**config.mk**
```make
export PLATFORM = sky130hd
export DESIGN_NAME = ghash_block_formatter
export DESIGN_NICKNAME = d
export VERILOG_FILES = /design/src/rtl/ghash_block_formatter_pkg.sv /design/src/rtl/ghash_block_formatter_byte_mask.sv /design/src/rtl/ghash_block_formatter.sv
export SDC_FILE = /design/constraint.sdc
export NUM_CORES = 1
export LEC_CHECK = 0
export BUFFER_PORTS_ARGS = -buffer_cell sky130_fd_sc_hd__buf_2
export CAP_MARGIN = 10
export CORE_MARGIN = 1
export CORE_UTILIZATION = 45
export CTS_CLUSTER_DIAMETER = 120
export DETAILED_ROUTE_END_ITERATION = 6
export PLACE_DENSITY = 0.77
export SYNTH_ARGS = -nofsm -noshare
export SYNTH_HDL_FRONTEND = slang
export SYNTH_SLANG_ARGS = --single-unit
```
**constraint.sdc**
```tcl
create_clock -name clk -period 2.4 [get_ports clk]
set_input_delay 0.12 -clock clk [delete_from_list [all_inputs] [get_ports clk]]
set_output_delay 0.12 -clock clk [all_outputs]
set_load 0.02 [all_outputs]
```
**src/rtl/ghash_block_formatter_pkg.sv**
```systemverilog
// Shared constants and FSM state encoding for the GHASH block formatter.
package ghash_block_formatter_pkg;

   localparam int GCM_BLOCK_BYTES = 16;
   localparam int GCM_LEN_W       = 64;
   localparam int GCM_BLOCK_W     = 8 * GCM_BLOCK_BYTES;

   typedef enum logic [1:0] {
      ST_IDLE = 2'd0,
      ST_DATA = 2'd1,
      ST_LEN  = 2'd2
   } state_e;

endpackage

```
**src/rtl/ghash_block_formatter_byte_mask.sv**
```systemverilog
// Byte-count to keep-mask decode; byte 0 occupies the top byte lane.
module gcm_byte_mask
   import ghash_block_formatter_pkg::*;
(
   input  logic [4:0]             bytes_i,
   output logic [4:0]             bytes_clamped_o,
   output logic                   over_o,
   output logic [GCM_BLOCK_W-1:0] keep_o
);

   always_comb begin
      over_o          = (bytes_i > 5'(GCM_BLOCK_BYTES));
      bytes_clamped_o = over_o ? 5'(GCM_BLOCK_BYTES) : bytes_i;
      keep_o          = '0;
      for (int i = 0; i < GCM_BLOCK_BYTES; i++) begin
         if (5'(i) < bytes_clamped_o) keep_o[GCM_BLOCK_W-1-8*i -: 8] = 8'hFF;
      end
   end

endmodule

```
**src/rtl/ghash_block_formatter.sv**
```systemverilog
// Pads AAD/ciphertext blocks for GHASH and appends the len(A)||len(C) block.
//  state   | meaning
//  ST_IDLE | no message open, input stalled
//  ST_DATA | blocks pass through, lengths accumulate
//  ST_LEN  | draining the final data block (m_last=0) or presenting the length block
module ghash_block_formatter
   import ghash_block_formatter_pkg::*;
#(
   parameter bit CHECK_ORDER = 1'b1
) (
   input  logic                   clk,
   input  logic                   rst_n,
   input  logic                   start,
   input  logic                   s_valid,
   output logic                   s_ready,
   input  logic [GCM_BLOCK_W-1:0] s_data,
   input  logic [4:0]             s_bytes,
   input  logic                   s_is_aad,
   input  logic                   s_last,
   output logic                   m_valid,
   input  logic                   m_ready,
   output logic [GCM_BLOCK_W-1:0] m_data,
   output logic                   m_last,
   output logic                   err,
   output logic                   busy
);

   state_e                 state_q, state_d;
   logic [GCM_LEN_W-1:0]   len_a_q, len_a_d, len_c_q, len_c_d;
   logic                   m_valid_q, m_valid_d, m_last_q, m_last_d;
   logic [GCM_BLOCK_W-1:0] m_data_q, m_data_d;
   logic                   err_q, err_d;
   logic                   seen_ct_q, seen_ct_d;
   logic                   part_aad_q, part_aad_d, part_ct_q, part_ct_d;

   logic [4:0]             bytes_cl;
   logic                   bytes_over;
   logic [GCM_BLOCK_W-1:0] keep;
   logic                   accept, pop, partial, viol;
   logic [GCM_LEN_W-1:0]   add_bits;

   gcm_byte_mask u_mask (
      .bytes_i         (s_bytes),
      .bytes_clamped_o (bytes_cl),
      .over_o          (bytes_over),
      .keep_o          (keep)
   );

   assign s_ready  = (state_q == ST_DATA) && (!m_valid_q || m_ready) && !start;
   assign accept   = s_valid && s_ready;
   assign pop      = m_valid_q && m_ready;
   assign add_bits = {{(GCM_LEN_W-8){1'b0}}, bytes_cl, 3'b000};
   assign partial  = (bytes_cl < 5'(GCM_BLOCK_BYTES));
   assign viol     = bytes_over || (s_is_aad && seen_ct_q) ||
                     (s_is_aad ? part_aad_q : part_ct_q);

   always_comb begin
      state_d    = state_q;
      len_a_d    = len_a_q;
      len_c_d    = len_c_q;
      m_valid_d  = m_valid_q;
      m_last_d   = m_last_q;
      m_data_d   = m_data_q;
      err_d      = err_q;
      seen_ct_d  = seen_ct_q;
      part_aad_d = part_aad_q;
      part_ct_d  = part_ct_q;
      if (start) begin
         state_d    = ST_DATA;
         len_a_d    = '0;
         len_c_d    = '0;
         m_valid_d  = 1'b0;
         m_last_d   = 1'b0;
         m_data_d   = '0;
         err_d      = 1'b0;
         seen_ct_d  = 1'b0;
         part_aad_d = 1'b0;
         part_ct_d  = 1'b0;
      end else begin
         case (state_q)
            ST_DATA: begin
               if (pop) m_valid_d = 1'b0;
               if (accept) begin
                  if (s_is_aad) begin
                     len_a_d    = len_a_q + add_bits;
                     part_aad_d = part_aad_q | partial;
                  end else begin
                     len_c_d   = len_c_q + add_bits;
                     seen_ct_d = 1'b1;
                     part_ct_d = part_ct_q | partial;
                  end
                  if (CHECK_ORDER && viol) err_d = 1'b1;
                  if (s_bytes != 5'd0) begin
                     m_valid_d = 1'b1;
                     m_last_d  = 1'b0;
                     m_data_d  = s_data & keep;
                     if (s_last) state_d = ST_LEN;
                  end else if (s_last) begin
                     // empty finish adds nothing, so current lengths are final
                     m_valid_d = 1'b1;
                     m_last_d  = 1'b1;
                     m_data_d  = {len_a_q, len_c_q};
                     state_d   = ST_LEN;
                  end
               end
            end
            ST_LEN: begin
               if (pop) begin
                  if (m_last_q) begin
                     m_valid_d = 1'b0;
                     m_last_d  = 1'b0;
                     m_data_d  = '0;
                     state_d   = ST_IDLE;
                  end else begin
                     m_valid_d = 1'b1;
                     m_last_d  = 1'b1;
                     m_data_d  = {len_a_q, len_c_q};
                  end
               end
            end
            default: state_d = ST_IDLE;
         endcase
      end
   end

   always_ff @(posedge clk or negedge rst_n) begin
      if (!rst_n) begin
         state_q    <= ST_IDLE;
         len_a_q    <= '0;
         len_c_q    <= '0;
         m_valid_q  <= 1'b0;
         m_last_q   <= 1'b0;
         m_data_q   <= '0;
         err_q      <= 1'b0;
         seen_ct_q  <= 1'b0;
         part_aad_q <= 1'b0;
         part_ct_q  <= 1'b0;
      end else begin
         state_q    <= state_d;
         len_a_q    <= len_a_d;
         len_c_q    <= len_c_d;
         m_valid_q  <= m_valid_d;
         m_last_q   <= m_last_d;
         m_data_q   <= m_data_d;
         err_q      <= err_d;
         seen_ct_q  <= seen_ct_d;
         part_aad_q <= part_aad_d;
         part_ct_q  <= part_ct_d;
      end
   end

   assign m_valid = m_valid_q;
   assign m_last  = m_last_q;
   assign m_data  = m_data_q;
   assign err     = err_q;
   assign busy    = (state_q != ST_IDLE);

endmodule
```
# Yosys cells after proc, flatten, opt, wreduce, memory -nomap -nowiden
# Cells that the tools add are included.
# Widths: inputs -> output; s select.
word_totals:
  register_bits: 264
  latch_bits: 0
  ram_bits: 0
  romBits: 0
  input_bits: 140
  out_inout_bits: 133
  word_cells: 132
  mem_count: 0
classes:
  add_sub_neg: 2
  n_mul: 0
  div: 0
  magnitude_cmp: 18
  eq_ne: 8
  shifts: 0
  n_mux: 68
  bitwise: 3
  reduce_logical: 23
op_table:
  columns: ["op", "count"]
  rows:
  - ["$mux 128", 6]
  - ["$mux 64", 8]
  - ["$pmux 128 s2", 1]
  - ["$add 64x8->64", 2]
  - ["$and 128x128->128", 1]
  - ["$mux 8", 16]
  - ["$lt 4x5->1 const A", 8]
  - ["$mux 1", 28]
  - ["$lt 3x5->1 const A", 4]
  - ["$ne 3x3->1 const B", 4]
  - ["$lt 1x5->1 const A", 2]
  - ["$lt 2x5->1 const A", 2]
  - ["$mux 2", 5]
  - ["$reduce_bool 2->1", 5]
  - ["$reduce_and 3->1", 3]
  - ["$reduce_and 4->1", 2]
  - ["$gt 5x5->1 const B", 1]
  - ["$logic_and 1x1->1", 5]
  - ["$lt 5x5->1 const B", 1]
  - ["$mux 5", 1]
  - ["$reduce_bool 5->1", 1]
  - ["$ne 4x3->1 const B", 1]
  - ["$pmux 1 s2", 2]
  - ["$pmux 2 s2", 1]
  - ["other kinds (8)", 12]

# Longest topological paths before layout
# Gate-level depths: netlist (run 1).
depth:
  ltp_word: 9
  ltp_mapped: 13
  depth_no_buf: 9

# Modules after synthesis
# Synthesis (run 1) repeated with hierarchy kept, for this count alone.
unflattened:
  cells_unflattened: 1429
  area_unflattened_um2: 14810.5
modules_own_cells:
  columns: ["mod", "n_inst", "cells_each", "area_per_inst_um2", "seq_area_each_um2"]
  rows:
  - ["ghash_block_formatter", 1, 1282, 13769.5, 6456.2]
  - ["gcm_byte_mask", 1, 147, 1041.0, 0.0]

# Worst setup path before layout (run 1)
# Ideal clock, no wire load.
synth_path:
  path_type: "input port to flip-flop"
  start: "input port s_bytes[4]"
  end: "register len_a_q[63]"
  setup_ns: 0.125
  arrival_time_ns: 2.733
  required_ns: 2.275
  setup_slack_ns: -0.458
  path_stages: 11
  path_buffers: 2
  path_cell_list: "clkbuf_1 > buf_1 > nor2b_1 > ha_1 > inv_1 > fa_1 > nand2b_1 > a21o_1 > a2111o_1 > nor4_1 > mux2_2"
synth_via:
  elab_chain_len: 7
synth_rtl:
  columns: ["element", "line", "text"]
  rows:
  - ["start, declared", "ghash_block_formatter.sv:17", "input logic [4:0] s_bytes,"]
  - ["$gt 5x5->1", "ghash_block_formatter_byte_mask.sv:12", "over_o = (bytes_i > 5'(GCM_BLOCK_BYTES));"]
  - ["$mux 5 (*)", "ghash_block_formatter_byte_mask.sv:13", "bytes_clamped_o = over_o ? 5'(GCM_BLOCK_BYTES) : bytes_i;"]
  - ["$add 64x8->64 (*)", "ghash_block_formatter.sv:85", "len_a_d = len_a_q + add_bits;"]
  - ["$mux 64 (*)", "ghash_block_formatter.sv:84", "if (s_is_aad) begin"]
  - ["$mux 64 (*)", "ghash_block_formatter.sv:83", "if (accept) begin"]
  - ["$mux 64 (*)", "ghash_block_formatter.sv:80", "case (state_q)"]
  - ["$mux 64 (*)", "ghash_block_formatter.sv:68", "if (start) begin"]
  - ["end signal, assigned", "ghash_block_formatter.sv:140", "len_a_q <= len_a_d;"]
  - ["end, declared", "ghash_block_formatter.sv:29", "logic [GCM_LEN_W-1:0] len_a_q, len_a_d, len_c_q, len_c_d;"]
# Every way passes the cells marked *; elsewhere a longest branch is shown, timed or not. The select of a mux whose other input is x is not followed.
# A chain may end at the register's enable or synchronous reset.

# Worst setup path in the final report (run 1)
layout_path:
  start: "register len_a_q[3]"
  end: "register len_a_q[43]"
layout_via:
  elab_chain_len: 5
layout_rtl:
  columns: ["element", "line"]
  rows:
  - ["$add 64x8->64", "ghash_block_formatter.sv:85"]
  - ["$mux 64", "ghash_block_formatter.sv:84"]
  - ["$mux 64", "ghash_block_formatter.sv:83"]
  - ["$mux 64", "ghash_block_formatter.sv:80"]
  - ["$mux 64", "ghash_block_formatter.sv:68"]
# No other way between the ends. The select of a mux whose other input is x is not followed.

==> flow_summary.yaml, run 1 <==
global_routing:
  grt_pass1_wl_mm: 69.7
  antenna_found_initial: 4
  grt_remaining_overflow: 0
  grt_pass1_vias: 13113
  grt_use_total_pct: 28.3
  grt_start_max_net_pins: 118
floorplanning:
  core_area_mm2: 0.0287
  die_y_um: 173
  core.rowCount: 62
  io_pins: 273
  die_w_um: 173
  start_util_pct: 45.8
  die_area_mm2: 0.0299
finish:
  finish.instance_area_mm2: 0.0182
  syn_to_final_growth_pct: 38.9
  drive_gt1_share_pct: 26.4
  finalNetCount: 1964
  final_core_util_pct: 63.6
  fillCellCount: 2278
detailed_routing:
  viasPerCell: 6.12
  route.detailed.drc: 0
  detail_route.wl_per_cell_um: 19.7
  num_vias: 13558
  wirelength_mm: 43.6
  drt-initial-drc-count: 1103
  drt-pass1-iter-count: 5
  ant_nets: 0
synthesis:
  syn_nets: 1503
  postSynthCellCount: 1349
  yosysUniqueCellTypes: 62
  ys_seq_area_share_pct: 49.2
  yosysWarningCount: 0
  async_flop_share_pct: 100
  avgSynthCellArea_um2: 9.74
  synth_flop_cell: "dfrtp_1"
  synth-edff-count: 0
  mappedNetlistArea_mm2: 0.0131
  synth_seq_cells: 258
critical_path:
  crit_path_end_kind: "flip-flop"
  cp_cell_sequence: "ha_2 -> inv_2 -> fa_2 -> nand2b_4 -> a21o_1 -> a211o_1 -> buf_12 -> or4_1 -> a21oi_1"
  endpoint: "len_a_q[43]"
  startpoint_type: "flip-flop"
  required_ps: 2870
  r2r_cells: 9
  worst-path-stages: 9
  path_class: "reg -> reg"
  critPathBufInv: 2
  cp_max_fo: 41
  cpMaxStageDelayCell: "or4_1"
  path_delay_family: "simple AND/OR/NAND/NOR gates"
  worstPathArrival_ps: 2930
  regToRegStartpoint: "len_a_q[3]"
  rrSetupSlack_ps: -60
  critical-path-max-stage-delay_ps: 510
  worstReg2RegEnd: "len_a_q[43]"
  crit_start: "len_a_q[3]"
clock_tree:
  cts_made_buffers: 29
  cts_tree: "built"
  clk_latency_ps: 550
  path_clk_slew_ps: 60
  clockBufferDepth: 3
  htreeDepth: 1
  clockRootBuffer: "clkbuf_16"
  clock_sinks: 258
worst_hold_path:
  worstHoldPathType: "in -> reg"
sta:
  slew_headroom_pct: 53.8
  post-route-period-util_pct: 103
  finalSetupViolCount: 9
  worstMarginPinSlew_ps: 692
  min_period_ps: 2460
  fmaxAchievable_mhz: 406
  hold_viol_final: 0
  slew_viol_final: 0
  rsz0062_at_grt: "yes"
  skew_ps: 8.79
  setup_slack_ps: -64.4
power:
  p_leak_nw: 8.44
  finalPower_w: 0.0109
  ir_drop_uv: 524
  power_density_mw_per_mm2: 596
flow_run:
  cap_violations: 0
placement:
  hpwl_mm: 28.0
  placed_area_mm2: 0.0157
  port_buffers: 272
  routabilityCongestion: 0.894
status:
  status: "complete, but fails checks"
  violations: "setup timing"
[logic make-up (layout without fill, tap and decap cells)]
kind of cell    after synthesis  after routing  share of synthesized area (%)
flops                       258            258                           49.2
compound gates              401            401                           22.3
xor+xnor                     19             19                           1.27
simple gates                533            533                           22.1
mux                           3              3                          0.248
fa+ha+maj                    14             14                           1.45
buf+inv                     121            602                           3.52
other cells                   0              2                              0
[area by class of cell]
type	instances	area, µm²	share of cell area [%]
sequential	258	6460	35.4
multi-input combinational	970	6390	35.0
timing repair buffer	527	3840	21.1
clock buffer	43	858	4.70
tap	384	480	2.63
clock inverter	8	121	0.665
inverter	24	90.1	0.494
antenna	2	5.00	0.0274
[synth_stat cells (4+ instances only)]
| library cell | count | share of area (%) |
|---|---|---|
| dfrtp_1 | 258 | 49 |
| nor2_1 | 119 | 3.4 |
| a21oi_1 | 107 | 4.1 |
| and3_1 | 92 | 4.4 |
| clkbuf_1 | 80 | 2.3 |
| a221o_1 | 79 | 6.0 |
| nand2_1 | 79 | 2.3 |
| o31ai_1 | 57 | 3.3 |
| or4_1 | 55 | 3.1 |
| nand3_1 | 50 | 1.9 |
| o21ai_0 | 45 | 1.7 |
| nand4_1 | 32 | 1.5 |
| a221oi_1 | 31 | 2.1 |
| inv_1 | 24 | 0.69 |
| or3_1 | 24 | 1.1 |
| nor3_1 | 18 | 0.69 |
| xor2_1 | 13 | 0.87 |
| ha_1 | 12 | 1.1 |
| buf_1 | 10 | 0.29 |
| nor2b_1 | 10 | 0.48 |
| o2111ai_1 | 10 | 0.67 |
| nor4_1 | 9 | 0.43 |
| o41ai_1 | 9 | 0.60 |
| a22oi_1 | 8 | 0.46 |
| and4_1 | 8 | 0.53 |
| o21a_1 | 8 | 0.46 |
| o211ai_1 | 7 | 0.40 |
| or2_2 | 7 | 0.33 |
| a22o_1 | 6 | 0.40 |
| a31oi_1 | 6 | 0.29 |
| buf_2 | 6 | 0.23 |
| xnor2_1 | 6 | 0.40 |
| nand4b_1 | 5 | 0.33 |
| o311ai_0 | 5 | 0.33 |
| a21o_1 | 4 | 0.23 |
| and2_1 | 4 | 0.19 |
| nand2b_1 | 4 | 0.19 |
| nor3b_1 | 4 | 0.23 |
| o31a_1 | 4 | 0.27 |
[layout by cell type (no fill, tap or decap), drive strengths merged, types with 5 or more instances in the layout]
master	Yosys	layout
a22oi	8	8
o21ai	46	46
a31oi	6	6
and4	8	8
nand4	33	33
ha	12	12
or3	24	24
inv	24	24
a21oi	107	107
clkbuf	81	45
o31ai	57	57
o311ai	5	5
o2111ai	10	10
a22o	6	6
nor2b	10	10
or2	8	8
nor4	11	11
o21a	8	8
xnor2	6	6
xor2	13	13
a221oi	31	31
a221o	79	79
nand4b	5	5
o41ai	10	10
and3	92	92
or4	56	56
o211ai	7	7
buf	16	392
nand2	79	79
nor3	18	18
dfrtp	258	258
nand3	50	50
nor2	119	119
dlygate4sd3	0	133
[metal layers]
| metal | up-vias | part of all wire, % | global-route usage (%) | wire [µm] |
|---|---|---|---|---|
| li1 | 6158 | - | - | - |
| met1 | 6596 | 43 | 39.6 | 18600 |
| met2 | 676 | 45 | 43.5 | 19600 |
| met3 | 124 | 8.1 | 4.93 | 3530 |
| met4 | 4 | 4.2 | 12.0 | 1810 |
| met5 | - | 0.066 | 0 | 29 |
[where the power goes]
part	total (W)	internal [W]	switching (W)
Sequential	0.00467	0.00455	0.000120
Combinational	0.00160	0.000653	0.000952
Clock	0.00459	0.00277	0.00182
[state kept, by name, indices dropped and copies added (netlist names)]
register and cells:
err 1, len_a_q 61, len_c_q 61, m_data 128, m_last 1, m_valid 1
part_aad_q 1, part_ct_q 1, seen_ct_q 1, state_q 2
[how the worst min path moves through the flow]
stage          slack (ps)       start           to  cells after the start
6_report              110  s_data[23]   m_data[23]                      4
5_1_grt               140  s_data[23]   m_data[23]                      4
4_1_cts               110  s_bytes[0]   len_c_q[3]                      5
3_5_place_dp          190       rst_n  m_data[102]                      1
3_3_place_gp          180       rst_n  m_data[100]                      1
2_1_floorplan        -180       rst_n          err                      0
[worst register-to-register path: cells and delay by family (launching register included)]
| kind | cells | cell delay [ps] |
|---|---|---|
| compound gates | 3 | 630 |
| flops | 1 | 350 |
| buf+inv | 2 | 220 |
| simple gates | 2 | 670 |
| fa+ha+maj | 2 | 520 |
[metrics by stage]
step / worst slack (ps) / TNS, ps / instances / hold slack, ps
floorplan: -83.6 / -215 / 1349 / -176
global placement: -69.5 / -323 / 2021 / 185
detailed placement: -169 / -1220 / 2021 / 186
CTS: -72.5 / -220 / 2206 / 108
global route: -138 / -2680 / 2215 / 138
finish: -64.4 / -253 / 2216 / 114
[repair_timing]
item | CTS | global route
cloned | 0 | 3
endpoints found under the hold margin | 213 | 0
setup endpoints to repair | 9 | 64
hold buffers | 133 | 0
setup buffers | 1 | 5
gates resized for setup | 6 | 25
pin swaps | 3 | 7
(Power assumes the default switching activity.)
==> run 2: changes to the inputs <==
==> constraint.sdc (replaced) <==
create_clock -name clk -period 2.4 [get_ports clk]
set_input_delay 0.36 -clock clk [delete_from_list [all_inputs] [get_ports clk]]
set_output_delay 0.36 -clock clk [all_outputs]
set_load 0.02 [all_outputs]
==> flow_summary.yaml, run 2 (same netlist as run 1, synthesis figures left out) <==
floorplanning:
  io_pins: 273
  die_area_mm2: 0.0299
  start_util_pct: 45.8
  die_w_um: 173
  die_y_um: 173
  core.rowCount: 62
  core_area_mm2: 0.0287
sta:
  worstMarginPinSlew_ps: 932
  skew_ps: 6.51
  rsz0062_at_grt: "yes"
  setup_tns_ps: -933
  setup_slack_ps: -133
  min_period_ps: 2530
  fmaxAchievable_mhz: 395
  finalSetupViolCount: 20
  post-route-period-util_pct: 106
  slew_viol_final: 0
  hold_viol_final: 0
  slew_headroom_pct: 37.8
power:
  comb_power_share_pct: 13.6
  power_frac_seq_pct: 44.9
  internal_power_w: 0.00758
  power.switching_w: 0.00283
  p_clk_share_pct: 41.5
  p_leak_nw: 7.92
  sw_frac_of_total_pct: 27.2
  finalPower_w: 0.0104
  power_density_mw_per_mm2: 605
  ir_drop_uv: 459
detailed_routing:
  wirelength_mm: 40.9
  ant_nets: 0
  drt-pass1-iter-count: 5
  drt-initial-drc-count: 1048
  num_vias: 13016
  route.detailed.drc: 0
  viasPerCell: 6.20
  detail_route.wl_per_cell_um: 19.5
critical_path:
  critPathBufInv: 2
  cpMaxStageDelayCell: "or4_4"
  worstPathArrival_ps: 3010
  startpoint_type: "flip-flop"
  worst-path-stages: 9
  cp_max_fo: 35
  critical-path-max-stage-delay_ps: 530
  required_ps: 2880
  path_class: "reg -> reg"
  crit_path_end_kind: "flip-flop"
  cp_cell_sequence: "ha_2 -> inv_2 -> fa_2 -> nand2b_4 -> a21o_1 -> a211o_1 -> buf_12 -> or4_4 -> a21oi_2"
  r2r_cells: 9
  path_delay_family: "simple AND/OR/NAND/NOR gates"
  rrSetupSlack_ps: -130
placement:
  hpwl_mm: 28.4
  routabilityCongestion: 0.916
  dp_worst_setup_slack_ps: -424
  port_buffers: 272
finish:
  layout_commonest_cell: "buf_2"
  fillCellCount: 2479
  final_cell_mix: "buf_2 (271), dfrtp_1 (257), nor2_1 (118)"
  largest_reg_flops: 128
  finalNetCount: 1845
  syn_to_final_growth_pct: 30.9
  drive_gt1_share_pct: 31.4
clock_tree:
  cts_tree: "built"
  path_clk_slew_ps: 60
  clockRootBuffer: "clkbuf_16"
  cts_made_buffers: 29
  htreeDepth: 1
  clockBufferDepth: 3
  clock_sinks: 258
  clk_latency_ps: 550
global_routing:
  grt_pass1_vias: 12271
  grt_remaining_overflow: 0
  grt_use_total_pct: 26.3
  grt_pass1_wl_mm: 64.8
  antenna_found_initial: 4
  grt_start_max_net_pins: 78
status:
  violations: "setup timing"
  status: "complete, but fails checks"
worst_hold_path:
  worstHoldPathType: "in -> reg"
  hold_depth: 2
flow_run:
  cap_violations: 0
[run 2: cell count changes in the layout (fill, tap and decap cells not counted), sizes merged]
cell	previous run	this run
clkbuf	45	43
buf	392	405
clkinvlp	1	3
clkinv	4	7
diode	2	3
inv	24	25
dlygate4sd3	133	1
bufinv	3	1
[run 2: path summary, 6_finish.rpt]
check	to	start
worst max-delay path	len_a_q[43]	len_a_q[3]
worst min-delay path	m_data[7]	s_data[7]
worst max register to register	len_a_q[43]	len_a_q[3]
worst min register to register	m_data[76]	m_data[76]
max in group asynchronous	m_data[25]	rst_n
min in group asynchronous	m_data[97]	rst_n
[run 2: cell type report]
class / instances / area (µm²) / area share [%]
multi-input combinational: 970 / 6590 / 38.3
sequential: 258 / 6460 / 37.6
timing repair buffer: 408 / 2640 / 15.3
clock buffer: 41 / 831 / 4.83
tap: 384 / 480 / 2.79
clock inverter: 12 / 98.8 / 0.575
inverter: 24 / 90.1 / 0.524
antenna: 3 / 7.51 / 0.0437
[run 2: power by group through the flow]
stage	logic [W]	clock network, W	registers, W
after floorplan	0.000508	0	0.00496
after global placement	0.00138	0	0.00473
after detailed placement	0.00140	0	0.00474
after CTS	0.00141	0.00440	0.00467
after global routing	0.00153	0.00458	0.00469
final	0.00141	0.00432	0.00467
[run 2: metal layers]
metal	up-vias	wire, µm	track usage, %
met5	-	13	0
li1	5919	-	-
met1	6416	18300	38.0
met3	97	3050	3.76
met4	2	1150	8.33
met2	582	18400	40.9
[run 2: worst reg2reg max path, cell delays in order (launching register included)]
cell and delay [ps]:
dfrtp_1 370, ha_2 210, inv_2 40, fa_2 350, nand2b_4 150, a21o_1 190, a211o_1 300, buf_12 180
or4_4 540, a21oi_2 140
[run 2: stage by stage]
step                      hold slack [ps]  cell area, µm²  util (%)  cells
after floorplan                      64.4           13400         -   1349
after global placement                346           15900      55.3   2028
after detailed placement              351           15900      55.3   2028
after CTS                            16.1           16900      58.9   2086
after global routing                 19.9           17200      59.9   2100
final                                32.1           17200      59.9   2100
[run 2: what timing repair did]
| item | CTS | global route |
|---|---|---|
| resized for setup | 16 | 41 |
| pin swaps | 5 | 9 |
| gates cloned | 0 | 2 |
| hold buffers | 1 | 0 |
| setup buffers | 4 | 9 |
| endpoints found under the setup margin | 24 | 70 |
| endpoints found under the hold margin | 62 | 0 |
==> run 3: changes to the inputs <==
PLACE_DENSITY = 0.75   (was 0.77)
clock period = 3.16 ns   (was 2.4 ns; I/O delays follow)
==> flow_summary.yaml, run 3 (same netlist as run 1, synthesis figures left out) <==
clock_tree:
  clockRootBuffer: "clkbuf_16"
  clock_sinks: 258
  postCtsSetupBuffers: 0
  htreeDepth: 1
  cts_tree: "built"
  clockBufferDepth: 3
  clk_latency_ps: 540
  path_clk_slew_ps: 60
  cts_made_buffers: 29
finish:
  largest_reg_flops: 128
  finalNetCount: 1759
  layout_commonest_cell: "buf_2"
  drive_gt1_share_pct: 24.0
  diodes: 0
  syn_to_final_growth_pct: 23.2
  finish.instance_area_mm2: 0.0162
  final_cell_mix: "buf_2 (270), dfrtp_1 (258), nor2_1 (119)"
critical_path:
  critical-path-max-stage-delay_ps: 500
  cp_max_fo: 10
  rrSetupSlack_ps: 430
  required_ps: 3580
  worstPathArrival_ps: 3150
  crit_path_end_kind: "flip-flop"
  critPathBufInv: 1
  path_delay_family: "compound AO/OA/AOI/OAI gates"
  path_class: "reg -> reg"
  cpMaxStageDelayCell: "a2111o_1"
  cp_cell_sequence: "ha_1 -> inv_1 -> fa_1 -> nand2b_1 -> a21o_1 -> a2111o_1 -> nor4_1 -> mux2_2"
  startpoint_type: "flip-flop"
detailed_routing:
  drt-pass1-iter-count: 5
  ant_nets: 0
  wirelength_mm: 39.5
  detail_route.wl_per_cell_um: 19.6
  viasPerCell: 6.18
  num_vias: 12431
  drt-initial-drc-count: 869
  route.detailed.drc: 0
power:
  p_clk_share_pct: 43.7
  internal_power_w: 0.00599
  comb_power_share_pct: 12.6
  power_density_mw_per_mm2: 502
  p_leak_nw: 7.45
  power_frac_seq_pct: 43.6
  power.switching_w: 0.00213
  ir_drop_uv: 344
  sw_frac_of_total_pct: 26.3
sta:
  slew_viol_final: 0
  slew_headroom_pct: 43.3
  holdWs_ps: 136
  min_period_ps: 2730
  hold_viol_final: 0
  fmaxAchievable_mhz: 366
  post-route-period-util_pct: 86.4
  rsz0062_at_grt: "no"
  setup_tns_ps: 0
  skew_ps: 9.43
  finalSetupViolCount: 0
  worstMarginPinSlew_ps: 851
floorplanning:
  die_y_um: 173
  io_pins: 273
  die_area_mm2: 0.0299
  core.rowCount: 62
  die_w_um: 173
  core_area_mm2: 0.0287
  start_util_pct: 45.8
placement:
  port_buffers: 272
  placed_area_mm2: 0.0151
  hpwl_mm: 27.3
  routabilityCongestion: 0.879
global_routing:
  grt_start_max_net_pins: 122
  antenna_found_initial: 3
  grt_remaining_overflow: 0
  grt_pass1_vias: 11967
  grt_use_total_pct: 26.1
  grt_pass1_wl_mm: 64.1
status:
  status: "completed"
flow_run:
  cap_violations: 0
worst_hold_path:
  worstHoldPathType: "in -> reg"
run 3: power by group through the flow:
stage | clock (W) | combinational (W) | sequential, W
floorplan | 0 | 0.000374 | 0.00377
global placement | 0 | 0.00101 | 0.00359
detailed placement | 0 | 0.00103 | 0.00360
CTS | 0.00363 | 0.00103 | 0.00354
global route | 0.00375 | 0.00112 | 0.00356
finish | 0.00355 | 0.00103 | 0.00354
run 3: layout make-up:
class                           instances  area, µm²
Multi-Input combinational cell        970       6240
Sequential cell                       258       6460
Clock buffer                           42        885
Tap cell                              384        480
Clock inverter                         11        139
Fill cell                            2579      12500
Timing Repair Buffer                  322       1890
Inverter                               24       90.1
run 3: timing repair:
| item | CTS | global route |
|---|---|---|
| gates resized for setup | 0 | 0 |
| hold endpoints to repair | 57 | 0 |
| hold buffers | 1 | 0 |
run 3: per-layer routing:
metal	track usage, %	up-vias	share of wire (%)
li1	-	5745	-
met5	0	-	0.11
met3	4.60	66	7.4
met4	7.52	6	2.3
met2	39.3	500	45
met1	38.4	6114	46
run 3: worst paths after layout:
check | start | end | depth (start not counted)
max | len_a_q[3] | len_a_q[63] | 8
min | s_data[7] | m_data[7] | 2
max reg2reg | len_a_q[3] | len_a_q[63] | 8
min reg2reg | m_data[23] | m_data[23] | 2
max in group asynchronous | rst_n | len_a_q[26] | 3
min in group asynchronous | rst_n | m_data[104] | 2
run 3: metrics by stage:
step | total power, W | worst slack [ps] | util (%) | std cells
after floorplan | 0.00414 | 31.6 | - | 1349
after global placement | 0.00460 | 106 | 52.8 | 1957
after detailed placement | 0.00463 | 43.1 | 52.8 | 1957
after CTS | 0.00820 | 460 | 56.4 | 2011
after global routing | 0.00843 | 279 | 56.4 | 2011
final | 0.00812 | 430 | 56.4 | 2011
